### config.mk
export PLATFORM = sky130hd
export DESIGN_NAME = mbx_ombx_rd_ctrl
export DESIGN_NICKNAME = d
export VERILOG_FILES = /design/src/rtl/mbx_ombx_rd_ctrl.sv
export SDC_FILE = /design/constraint.sdc
export NUM_CORES = 1
export LEC_CHECK = 0
export CAP_MARGIN = 15
export CORE_ASPECT_RATIO = 1.75
export CORE_MARGIN = 2
export CORE_UTILIZATION = 40
export CTS_CLUSTER_SIZE = 16
export DETAILED_ROUTE_END_ITERATION = 6
export PLACE_DENSITY = 0.8
export REMOVE_ABC_BUFFERS = 1
export SLEW_MARGIN = 20
export SYNTH_ARGS = -nofsm -noshare
export SYNTH_HDL_FRONTEND = slang
export SYNTH_SLANG_ARGS = --single-unit
### constraint.sdc
create_clock -name clk_i -period 4.6 [get_ports clk_i]
set_input_delay 1.15 -clock clk_i [delete_from_list [all_inputs] [get_ports clk_i]]
set_output_delay 1.15 -clock clk_i [all_outputs]
set_load 0.005 [all_outputs]
### src/rtl/mbx_ombx_rd_ctrl.sv
// Outbound mailbox read sequencer: fetches the response object DWORD by DWORD from SRAM
// and hands each word to the system read-data register. Optional: MBX_RD_WATCHDOG_EN.
module mbx_ombx_rd_ctrl #(
    parameter int unsigned AddrWidth     = 32,
    parameter int unsigned SizeWidth     = 11,
    parameter int unsigned TimeoutCycles = 255
) (
    input  logic                 clk_i,
    input  logic                 rst_ni,
    input  logic                 mbx_read_i,
    input  logic                 abort_i,
    input  logic [AddrWidth-1:0] mbx_base_i,
    input  logic [AddrWidth-1:0] mbx_limit_i,
    input  logic [SizeWidth-1:0] obj_size_i,
    output logic                 mem_req_o,
    output logic [AddrWidth-1:0] mem_addr_o,
    input  logic                 mem_gnt_i,
    input  logic                 mem_rvalid_i,
    input  logic [31:0]          mem_rdata_i,
    input  logic                 mem_rerror_i,
    output logic [31:0]          sys_rdata_o,
    output logic                 sys_rdata_valid_o,
    input  logic                 sys_pop_i,
    output logic                 sys_read_all_o,
    output logic                 rd_error_o
);

    typedef enum logic [2:0] {StIdle, StFetch, StWaitRsp, StHold, StDone, StDrain} state_e;

    state_e               state_q, state_d;
    logic [AddrWidth-1:0] ptr_q, ptr_d;
    logic [SizeWidth-1:0] cnt_q, cnt_d;
    logic [SizeWidth-1:0] size_q, size_d;
    logic [31:0]          rdata_q, rdata_d;
    logic                 mbx_read_q;
    logic                 read_all_q, read_all_d;
    logic                 flush, start, overflow;

`ifdef MBX_RD_WATCHDOG_EN
    localparam int unsigned WdogWidth =
        ($clog2(TimeoutCycles + 1) > 8) ? $clog2(TimeoutCycles + 1) : 8;

    logic [WdogWidth-1:0] wdog_q, wdog_d;

    always_ff @(posedge clk_i or negedge rst_ni) begin
        if (!rst_ni) begin
            wdog_q <= '0;
        end else begin
            wdog_q <= wdog_d;
        end
    end
`endif

    // A level-low mbx_read_i in an active state can only mean it fell after start.
    assign flush    = abort_i | ~mbx_read_i;
    assign start    = mbx_read_i & ~mbx_read_q & ~abort_i;
    assign overflow = ptr_q > mbx_limit_i;

    assign mem_addr_o        = ptr_q;
    assign sys_rdata_o       = rdata_q;
    assign sys_rdata_valid_o = (state_q == StHold);

    always_comb begin
        state_d        = state_q;
        ptr_d          = ptr_q;
        cnt_d          = cnt_q;
        size_d         = size_q;
        rdata_d        = rdata_q;
        read_all_d     = 1'b0;
        mem_req_o      = 1'b0;
        rd_error_o     = 1'b0;
        sys_read_all_o = read_all_q;
`ifdef MBX_RD_WATCHDOG_EN
        wdog_d         = '0;
`endif

        unique case (state_q)
            StIdle: begin
                if (start) begin
                    ptr_d  = mbx_base_i;
                    cnt_d  = '0;
                    size_d = obj_size_i;
                    if (obj_size_i == '0) begin
                        read_all_d = 1'b1;
                        state_d    = StDone;
                    end else begin
                        state_d = StFetch;
                    end
                end
            end
            StFetch: begin
                mem_req_o = ~overflow;
                if (flush) begin
                    rdata_d = '0;
                    state_d = (mem_gnt_i && !overflow) ? StDrain : StIdle;
                end else if (overflow) begin
                    rd_error_o = 1'b1;
                    state_d    = StDone;
                end else if (mem_gnt_i) begin
                    state_d = StWaitRsp;
                end
            end
            StWaitRsp: begin
                if (flush) begin
                    // A response landing in the abort cycle closes the transaction itself.
                    rdata_d = '0;
                    state_d = mem_rvalid_i ? StIdle : StDrain;
                end else if (mem_rvalid_i) begin
                    if (mem_rerror_i) begin
                        rd_error_o = 1'b1;
                        rdata_d    = '0;
                        state_d    = StDone;
                    end else begin
                        rdata_d = mem_rdata_i;
                        state_d = StHold;
                    end
                end
`ifdef MBX_RD_WATCHDOG_EN
                else if (wdog_q == WdogWidth'(TimeoutCycles - 1)) begin
                    rd_error_o = 1'b1;
                    state_d    = StDrain;
                end else begin
                    wdog_d = wdog_q + WdogWidth'(1);
                end
`endif
            end
            StHold: begin
                if (flush) begin
                    rdata_d = '0;
                    state_d = StIdle;
                end else if (sys_pop_i) begin
                    cnt_d = cnt_q + SizeWidth'(1);
                    if (cnt_d == size_q) begin
                        sys_read_all_o = 1'b1;
                        state_d        = StDone;
                    end else begin
                        ptr_d   = ptr_q + AddrWidth'(4);
                        state_d = StFetch;
                    end
                end
            end
            StDone: begin
                if (flush) begin
                    rdata_d = '0;
                    state_d = StIdle;
                end
            end
            StDrain: begin
                if (mem_rvalid_i) begin
                    state_d = StIdle;
                end
            end
            default: state_d = StIdle;
        endcase
    end

    always_ff @(posedge clk_i or negedge rst_ni) begin
        if (!rst_ni) begin
            state_q    <= StIdle;
            ptr_q      <= '0;
            cnt_q      <= '0;
            size_q     <= '0;
            rdata_q    <= '0;
            mbx_read_q <= 1'b0;
            read_all_q <= 1'b0;
        end else begin
            state_q    <= state_d;
            ptr_q      <= ptr_d;
            cnt_q      <= cnt_d;
            size_q     <= size_d;
            rdata_q    <= rdata_d;
            mbx_read_q <= mbx_read_i;
            read_all_q <= read_all_d;
        end
    end

endmodule

* After elaboration in Yosys (flattened, before gate mapping)
Cells that the tools add are included.
** Word-level totals
- Bits in registers :: 91
** Cells by class
- Bitwise operators :: 7
- Add/sub/neg operators :: 2
- $lt $le $gt $ge :: 1
- Mux-type cells :: 44
- Reductions and logical operators :: 12
- Equality and inequality tests :: 16
** Operator list (count)
- $mux 32 :: 8
- $pmux 32 s2 :: 2
- $mux 3 :: 15
- $mux 11 :: 3
- $add 32x3->32 const B :: 1
- $gt 32x32->1 :: 1
- $pmux 11 s2 :: 1
- $pmux 3 s6 :: 1
- $mux 1 :: 13
- $add 11x1->11 const B :: 1
- $eq 11x11->1 :: 1
- $logic_not 11->1 :: 1
- $ne 2x2->1 const B :: 5
- $eq 3x2->1 const B :: 2
- $eq 3x3->1 const B :: 2
- $reduce_and 6->1 :: 1
- $reduce_and 5->1 :: 1
- $ne 2x1->1 const B :: 2
- $ne 4x4->1 const B :: 1
- $not 1->1 :: 4
- $reduce_and 4->1 :: 1
- $reduce_bool 2->1 :: 2
- $eq 3x1->1 const B :: 1
- $logic_not 3->1 :: 1
- other kinds (10) :: 11

* Longest topological paths before layout
Gate-level depths: netlist of run 1.
- Word-level depth :: 6
- Depth in mapped cells :: 11
- Mapped depth without buffers :: 9

* Least setup slack after synthesis of run 1
Ideal clock, no wire load.
- Kind :: in2out
- Start point :: input port mbx_limit_i[5]
- End point :: output port rd_error_o
- Data arrival time :: 2.982 ns
- Stages :: 9
- Path buffers :: 0
- Slack :: 0.468 ns
- Required time :: 3.450 ns
- Path through :: inv_1 -> ha_1 -> a21o_1 -> nand3_1 -> a211oi_1 -> or4b_2 -> a31oi_1 -> o22a_1 -> nor2_1
** Between the ends
- Longest elaborated chain between the ends :: 4
** Ends and longest elaborated chain
- from (decl) :: line 13 : input logic [AddrWidth-1:0] mbx_limit_i,
- $gt 32x32->1 :: line 57 : assign overflow = ptr_q > mbx_limit_i;
- $mux 1 :: line 96 : end else if (overflow) begin
- $mux 1 :: line 93 : if (flush) begin
- $pmux 1 s2 :: line 77 : unique case (state_q)
- to (decl) :: line 25 : output logic rd_error_o
No other way between the ends.

* Worst setup path in the final report of run 1
- Start point :: input port mbx_limit_i[7]
- End point :: output port rd_error_o
Same word-level chain as after synthesis.

==> run_results.csv, run 1 <==
group,metric,value,unit
finish,fin_util,58.48,%
sta,clock-skew-final,6.941,ps
finish,n_antenna_cell,0,
logic_synthesis,syn_area,6146,um2
logic_synthesis,synth_warnings,0,
setup_path,cp_slowest_cell,"or4b_4",
sta,finalCritPeriodShare,98.61,%
drt,via_per_inst,5.834,
setup_path,critPathMaxFanout,3,
finish,nets,1094,
setup_path,r2r_slack,1080,ps
sta,worst_pin_slew,900.6,ps
setup_path,crit_family,"buffers and inverters",
setup_path,crit_required,3450,ps
finish,area_delta_synth_final,45.01,%
sta,hold_slack,465.5,ps
drt,drt_iter0_markers,425,
finish,seqCellArea,2277,um2
clock_network,htree_num_levels,3,
setup_path,critPathKind,"in2out",
setup_path,critPathLaunchType,"primary input",
sta,setup_viol,0,
logic_synthesis,syn_avg_cell_area,7.971,um2
setup_path,rr_startpoint,"cnt_q[0]$_DFFE_PN0P_",
finish,final_cell_mix,"clkdlybuf4s50_1, nand2_1, dfrtp_1",
power_and_ir_drop,power_switching_share,41.01,%
finish,mostFrequentLayoutCell,"clkdlybuf4s50_1",
min_path,hold_depth,2,
drt,wl_per_cell,18.08,um
power_and_ir_drop,vdd_drop_max,237.9,uV
logic_synthesis,synth_cell_types,61,
global_route,track_usage,23.80,%
finish,drive_gt1_share,11.47,%
logic_synthesis,ys_ff_latch,91,
power_and_ir_drop,combPwrFrac,48.0,%
setup_path,crit_path_end_kind,"output port",
placement,gp_congestion,0.9387,
setup_path,max_stage_delay,540,ps
power_and_ir_drop,net-switching-power,1.726,mW
drt,num_vias,6627,
finish,multi_input_area,3871,um2
floorplanning,die_area,16410,um2
status,status,"finished, final reports clean",
drt,drt_first_pass_iters,5,
power_and_ir_drop,p_int,2.484,mW
finish,fillers,1319,
floorplanning,num_rows,60,
min_path,min_to,"sys_rdata_o[8]$_DFFE_PN0P_",
setup_path,crit_arrival,3390,ps
drt,ant_nets,0,
floorplanning,core,15240,um2
placement,dp_hpwl,14520,um
global_route,grt_first_pass_wirelength,32140,um
floorplanning,initial_core_util,40.33,%
sta,maxSlewViolCount,0,
setup_path,path_cells,"clkdlybuf4s50_1 > inv_1 > ha_4 > nand4_1 > nor3_2 > a21boi_2 > or4b_4 > a31oi_4 > buf_6 > o22a_1 > nor2_1 > buf_2",
power_and_ir_drop,clockPowerShare,17.5,%
floorplanning,die_h,168.0,um
clock_network,cts_max_path_buffers,2,
clock_network,cts_tree,"yes",
floorplanning,io_pins,183,
clock_network,cts_made_buffers,9,
placement,io_buffers,182,
logic_synthesis,synth_cells,771,
sta,maxSlewHeadroom,39.96,%
logic_synthesis,synth_edf_count,0,
drt,wl,20530,um
job,maxCapViolations,0,
drt,drc_errors,0,
power_and_ir_drop,seq_power_share,34.6,%
logic_synthesis,async_reset_ff_share,100.0,%
clock_network,path_clk_slew,70,ps
logic_synthesis,synthFlopType,"dfrtp_1",
min_path,hold_start,"sys_rdata_o[8]$_DFFE_PN0P_",
logic_synthesis,seq_area_frac_synth,37.05,%
global_route,overflow,0,
global_route,grt_pass1_vias,6484,
setup_path,reg2reg_depth,9,
global_route,antenna_found_initial,0,
sta,finalCriticalPeriod,4536,ps
clock_network,clk_latency,340,ps
global_route,grt_max_degree,70,
setup_path,r2r-end,"mem_addr_o[11]$_DFFE_PN0P_",
setup_path,cp_num_buf_inv,4,
min_path,hp-class,"reg2reg",
floorplanning,die_x,97.70,um
power_and_ir_drop,powerDensity,472.4,nW/um2
power_and_ir_drop,power_leakage,3.932,nW
sta,fmax,0.2205,GHz
clock_network,clock_sinks,91,
clock_network,cts-root-buf,"clkbuf_16",
sta,hold_violations,0,
-- per-stage QoR --
step	instances	power [mW]	setup TNS, ps	area, um2	worst slack [ps]
floorplan	721	2.291	-38380	5929	-1156
global placement	1116	3.216	-1187	8218	-611.7
detailed placement	1117	3.288	-1158	8233	-598.7
CTS	1135	4.057	0	8582	0.5305
global route	1136	4.484	-11.84	8912	-11.84
finish	1136	4.210	0	8912	64.05
-- area by class of cell --
| cell class | instances | area share, % |
|---|---|---|
| Multi-Input combinational cell | 591 | 43.44 |
| Clock buffer | 9 | 2.527 |
| Sequential cell | 91 | 25.55 |
| Inverter | 39 | 1.643 |
| Timing Repair Buffer | 213 | 23.50 |
| Clock inverter | 7 | 0.7300 |
| Tap cell | 186 | 2.611 |
-- flip-flops by register name, indices dropped and copies added, names as in the netlist --
signal / cells
read_all_q: 1
cnt_q: 11
sys_rdata_o: 32
state_q: 3
size_q: 11
mbx_read_q: 1
mem_addr_o: 32
-- synthesized netlist by cell type (all sizes together) (2+ instances only) --
| master | n | share of area [%] |
|---|---|---|
| a21oi | 43 | 3.5 |
| o221a | 2 | 0.37 |
| a2111oi | 3 | 0.73 |
| o21ai | 32 | 2.6 |
| or4 | 4 | 0.49 |
| nand3 | 55 | 4.5 |
| o21bai | 2 | 0.24 |
| nand4 | 23 | 2.6 |
| xnor2 | 9 | 1.3 |
| dfrtp | 91 | 37 |
| o211a | 3 | 0.49 |
| o311ai | 2 | 0.29 |
| or3 | 3 | 0.39 |
| clkbuf | 40 | 2.4 |
| nor2 | 53 | 3.2 |
| and4 | 5 | 0.71 |
| nor4 | 13 | 1.3 |
| o31a | 9 | 1.3 |
| o211ai | 9 | 1.1 |
| nand2 | 153 | 9.3 |
| buf | 10 | 1.1 |
| a21o | 6 | 0.73 |
| and2 | 8 | 0.81 |
| and3 | 10 | 1.0 |
| nor3 | 18 | 1.5 |
| inv | 38 | 2.3 |
| o31ai | 9 | 1.1 |
| nand2b | 3 | 0.31 |
| a21boi | 2 | 0.24 |
| nor2b | 6 | 0.61 |
| a41oi | 3 | 0.43 |
| a32o | 2 | 0.33 |
| ha | 34 | 6.9 |
| o22ai | 5 | 0.51 |
| or3b | 2 | 0.29 |
| a31oi | 18 | 1.8 |
| o32a | 8 | 1.3 |
| xor2 | 6 | 0.86 |
| a211oi | 10 | 1.3 |
| o21a | 4 | 0.49 |
| o41ai | 3 | 0.43 |
-- cell families (layout without fill, tap and decap cells) --
logic type,Yosys count,after routing,share of synthesized area [%]
muxes,1,1,0.1629
adders and majority gates,34,34,6.922
and+or+nand+nor,360,360,27.63
buffers and inverters,89,268,5.903
AOI/OAI and AO/OA,181,181,20.20
xor gates and xnor gates,15,15,2.138
DFF,91,91,37.05
-- worst max-delay path by stage --
stage	start	endpoint	slack, ps	depth (start not counted)
3_5_place_dp	mbx_limit_i[14]	mem_req_o	-600	11
4_1_cts	mbx_limit_i[7]	rd_error_o	0.5	12
3_3_place_gp	mbx_limit_i[14]	mem_req_o	-610	11
2_1_floorplan	abort_i	sys_rdata_o[0]$_DFFE_PN0P_	-1160	4
6_report	mbx_limit_i[7]	rd_error_o	60	12
5_1_grt	mbx_limit_i[19]	rd_error_o	-10	12
-- power groups by stage --
stage	Sequential (mW)	Combinational, mW	Clock (mW)
3_5_place_dp	1.42	1.87	0
4_1_cts	1.41	1.90	0.746
6_report	1.46	2.02	0.735
2_1_floorplan	1.33	0.956	0
5_1_grt	1.49	2.21	0.780
3_3_place_gp	1.41	1.81	0
-- routing by layer --
| metal | global-route usage [%] | part of all wire, % |
|---|---|---|
| met5 | 0 | 0 |
| met4 | 12.38 | 4.7 |
| met3 | 3.902 | 5.1 |
| met2 | 42.82 | 53 |
| met1 | 26.75 | 37 |
-- repair_timing --
action                     4_1_cts  5_1_grt
pin swaps                       15       29
resized for setup               18       57
setup buffers                    2        1
setup endpoints to repair        2        2
hold endpoints to repair         0        0
hold buffers                     0        0
-- worst min-delay path, delay by kind of cell (launching register included) --
family | cells | cell delay, ps
flip-flops | 1 | 340
AND/OR/NAND/NOR | 2 | 100
(Power assumes the default switching activity.)
==> run 2, diff against run 1 <==
--- a/config.mk
+++ b/config.mk
@@ -8,10 +8,11 @@
 export CAP_MARGIN = 15
 export CORE_ASPECT_RATIO = 1.75
 export CORE_MARGIN = 2
-export CORE_UTILIZATION = 40
+export CORE_UTILIZATION = 48
 export CTS_CLUSTER_SIZE = 16
 export DETAILED_ROUTE_END_ITERATION = 6
-export PLACE_DENSITY = 0.8
+export GPL_TIMING_DRIVEN = 0
+export PLACE_DENSITY = 0.91
 export REMOVE_ABC_BUFFERS = 1
 export SLEW_MARGIN = 20
 export SYNTH_ARGS = -nofsm -noshare
==> run 2 against run 1 <==
  * Sequential share of layout area barely moved
  * Design area about the same
  * Clock power increased by 9.8%
  * Critical path type unchanged
  * Largest power group unchanged
==> run_results.csv, run 2 (same netlist as run 1, synthesis figures left out) <==
group,metric,value,unit
global_route,antenna_found_initial,0,
finish,drive_gt1_share,12.41,%
sta,fin_ws,2.843,ps
job,maxCapViolations,0,
drt,drc_errors,0,
floorplanning,initial_core_util,49.17,%
placement,io_buffers,182,
finish,nets,1087,
global_route,grt_first_pass_wirelength,32520,um
power_and_ir_drop,fin_total_pwr,4.316,mW
finish,n_antenna_cell,0,
setup_path,crit_required,3450,ps
drt,drt_iter0_markers,799,
finish,mostFrequentLayoutCell,"clkdlybuf4s50_1",
finish,fillers,919,
clock_network,path_clk_slew,70,ps
power_and_ir_drop,seq_power_share,34.3,%
clock_network,clk_latency,360,ps
sta,hold_slack,464.2,ps
floorplanning,num_rows,54,
clock_network,cts-root-buf,"clkbuf_16",
power_and_ir_drop,powerDensity,483.7,nW/um2
sta,tns,0,ps
drt,via_per_inst,6.161,
sta,clock-skew-final,10.30,ps
setup_path,r2r-end,"mem_addr_o[17]$_DFFE_PN0P_",
min_path,hold_depth,2,
finish,finalNonFillerCells,1111,
placement,dpl.cell_count,1082,
placement,dp_hpwl,14110,um
setup_path,reg2reg_depth,8,
finish,final_area,8921,um2
power_and_ir_drop,power_leakage,3.917,nW
global_route,grt_pass1_vias,6739,
setup_path,critPathLaunchType,"primary input",
setup_path,critPathKind,"in2out",
power_and_ir_drop,p_int,2.544,mW
global_route,track_usage,29.86,%
finish,final_cell_mix,"clkdlybuf4s50_1, nand2_1, dfrtp_1",
power_and_ir_drop,clockPowerShare,18.7,%
setup_path,critPathMaxFanout,3,
drt,ant_nets,0,
setup_path,rr_startpoint,"cnt_q[0]$_DFFE_PN0P_",
finish,area_delta_synth_final,45.15,%
status,status,"finished, final reports clean",
setup_path,crit_arrival,3450,ps
min_path,min_to,"sys_rdata_o[16]$_DFFE_PN0P_",
power_and_ir_drop,net-switching-power,1.772,mW
floorplanning,die_x,89.54,um
sta,maxSlewHeadroom,21.42,%
finish,fin_util,71.37,%
sta,fmax,0.2175,GHz
drt,drt_first_pass_iters,5,
power_and_ir_drop,vdd_drop_max,355.5,uV
global_route,grt_max_degree,70,
floorplanning,io_pins,183,
drt,wl,20990,um
setup_path,r2r_slack,880,ps
power_and_ir_drop,power_switching_share,41.05,%
sta,setup_viol,0,
placement,pre_cts_ws,-1022,ps
drt,wl_per_cell,18.89,um
sta,maxSlewViolCount,0,
drt,num_vias,6845,
min_path,hold_start,"sys_rdata_o[16]$_DFFE_PN0P_",
clock_network,cts_max_path_buffers,2,
clock_network,htree_num_levels,3,
global_route,overflow,0,
sta,hold_violations,0,
power_and_ir_drop,combPwrFrac,47.0,%
clock_network,cts_made_buffers,9,
sta,finalCriticalPeriod,4597,ps
floorplanning,core,12500,um2
placement,gp_congestion,0.9241,
floorplanning,die_area,13760,um2
sta,finalCritPeriodShare,99.94,%
clock_network,clock_sinks,91,
min_path,hp-class,"reg2reg",
placement,place_area,8123,um2
sta,worst_pin_slew,1177,ps
setup_path,crit_path_end_kind,"output port",
floorplanning,die_h,153.7,um
clock_network,cts_tree,"yes",
## run 2: cell count changes in the layout (fill, tap and decap cells not counted), moves of 6 or more
cell / before / now
dlygate4sd2_1: 1 / 14
inv_1: 25 / 18
clkdlybuf4s50_1: 161 / 154
inv_2: 13 / 20
dlymetal6s2s_1: 17 / 11
buf_4: 30 / 14
## run 2: final cells by class
cell class,instances,area [um2],share of cell area (%)
Sequential cell,91,2278,25.54
Timing Repair Buffer,206,2052,23.00
Clock buffer,9,225.2,2.525
Clock inverter,7,93.84,1.052
Multi-Input combinational cell,591,3910,43.83
Tap cell,168,210.2,2.356
Inverter,39,151.4,1.697
## run 2: power by group through the flow
stage	clock, mW	sequential [mW]	combinational [mW]
floorplan	0	1.33	0.956
finish	0.807	1.48	2.03
detailed placement	0	1.43	1.78
global route	0.836	1.52	2.23
CTS	0.807	1.44	1.91
global placement	0	1.41	1.67
## run 2: critical path, cell delays in order
cell	delay (ps)
clkdlybuf4s50_1	480
inv_2	50
ha_4	240
a21oi_2	140
o21ai_2	80
a221o_1	310
o31a_1	330
a31oi_4	240
buf_6	150
and3_4	170
buf_6	90
## run 2: routing by layer
metal | vias to the layer above | global-route usage [%] | wire length (um)
met5 | - | 0 | 0
met4 | 0 | 15.78 | 1121
met3 | 104 | 5.851 | 1706
met2 | 417 | 49.59 | 10640
met1 | 3209 | 35.49 | 7520
li1 | 3115 | - | -
## run 2: how the worst max path moves through the flow
stage	depth (start not counted)	slack, ps	from	to
6_report	11	3	mbx_limit_i[19]	mem_req_o
5_1_grt	11	-50	mbx_limit_i[19]	mem_req_o
4_1_cts	11	-30	mbx_limit_i[24]	mem_req_o
3_5_place_dp	10	-1020	mbx_limit_i[14]	mem_req_o
3_3_place_gp	5	-4050	abort_i	sys_rdata_o[14]$_DFFE_PN0P_
2_1_floorplan	4	-1160	abort_i	sys_rdata_o[0]$_DFFE_PN0P_
## run 2: repair_timing
item | 4_1_cts | 5_1_grt
hold buffers | 0 | 0
pin swaps | 25 | 22
setup endpoints to repair | 3 | 3
resized for setup | 59 | 41
buffers inserted | 10 | 3
==> RTL change (flow settings as in run 1) <==
The parameter `SizeWidth` goes from 11 to 22.
--- a/src/rtl/mbx_ombx_rd_ctrl.sv
+++ b/src/rtl/mbx_ombx_rd_ctrl.sv
@@ -2,7 +2,7 @@
 // and hands each word to the system read-data register. Optional: MBX_RD_WATCHDOG_EN.
 module mbx_ombx_rd_ctrl #(
     parameter int unsigned AddrWidth     = 32,
-    parameter int unsigned SizeWidth     = 11,
+    parameter int unsigned SizeWidth     = 22,
     parameter int unsigned TimeoutCycles = 255
 ) (
     input  logic                 clk_i,
Interface: changed (resized obj_size_i); port bits go from 183 to 194. No check against the original RTL was run, so the function may have changed too.
==> RTL change against run 1 <==
- the flow now finishes with violations (setup timing)
- power rose by 26%
- worst hold slack improved by 0.00052 ns
- wire length rose by 22%
- register-to-register slack improved by 0.19 ns
- die area rose by 16%
- combinational power rose by 8%
- synthesized area rose by 16%
- design area rose by 16%
- setup slack got worse by 0.15 ns
- sequential cell count rose by 22
- critical endpoint is now mem_req_o
- largest power group unchanged
==> RTL change: results (changes against run 1) <==
[status]
status = finished, violations left
violations = setup timing

[clock_network]
cts_resized = 24  ; +6
cts_setup_buffers = 3  ; +1
clk-insertion-delay-late_ns = 0.42  ; +0.08 ns
cts_buffers = 17  ; +8

[finish]
nets = 1241  ; +13%
nFillCells = 1472  ; +12%
clkbuf_count = 18  ; +9
num_antenna_cells = 1  ; +1
drive_above_1_share_pct = 12.8  ; +1.3 points
clkCellAreaFrac_pct = 5.76  ; +2.5 points
post-route-util_pct = 58.9  ; +0.44 points
nNonClkInverters = 42  ; +7.7%

[global_routing]
antenna_found_initial = 1  ; +1
gr-usage-all-layers_pct = 25.4  ; +1.6 points
grt_max_degree = 59  ; -16%
grt_pass1_wl_um = 38400  ; +19%
grt_pass1_vias = 7481  ; +15%

[yosys]
synth_area_leaders = dfrtp_1, nand2_1, ha_1
ys_ff_latch = 113  ; +24%
synth_seq_area_share_pct = 39.5  ; +2.4 points
synthAdderAreaFrac_pct = 5.94  ; -0.98 points
synthMuxAreaShare_pct = 0.734  ; +0.57 points
ys_types = 70  ; +15%
synthTopCellsByCount = nand2_1, dfrtp_1, nand3_1, nor2_1, o21ai_0

[sta]
setup_viol = 2  ; +2
holdWs_ns = 0.466  ; +0.000520 ns
setup_slack_ns = -0.0843  ; -0.148 ns

[critical_path]
r2r_start = cnt_q[13]
worstRegToRegCells = 10  ; +1

[placement]
pre_cts_ws_ns = -0.684  ; -0.0849 ns
post_dp_cell_area_sq_mm = 0.00947  ; +15%
numPortBuffers = 193  ; +6.0%
dpl.cell_count = 1290  ; +15%

[drt]
wl_um = 25100  ; +22%
via_per_inst = 5.77  ; -1.1%

[power_and_ir_drop]
max-vdd-ir-drop_mv = 0.335  ; +41%
p_switching_mw = 2.01  ; +17%

[RTL change: cell types whose count changed in the layout (fill, tap and decap cells not counted), sizes merged, moves of 11 or more]
cell           before  now
nand2             153  209
dlymetal6s2s       17    6
a31oi              18    6
o311ai              2   14
o21ai              32   49
dfrtp              91  113
clkdlybuf4s50     161  184
[RTL change: how the worst max path moves through the flow]
stage / startpoint / endpoint / slack [ns] / cells past startpoint
2_1_floorplan: mbx_read_i / cnt_q[18] / -1.56 / 7
3_3_place_gp: mbx_limit_i[17] / mem_req_o / -0.62 / 10
3_5_place_dp: mbx_limit_i[19] / mem_req_o / -0.68 / 10
4_1_cts: mbx_limit_i[21] / mem_req_o / 0.01 / 11
5_1_grt: mbx_limit_i[16] / mem_req_o / -0.17 / 11
6_report: mbx_limit_i[19] / mem_req_o / -0.08 / 11
[RTL change: metal layers]
metal	GRT usage (%)	vias up	part of all wire (%)
met3	4.91	124	5.4
li1	-	3563	-
met2	45.7	345	53
met4	17.6	0	7.7
met5	0	-	0
met1	26.0	3622	34
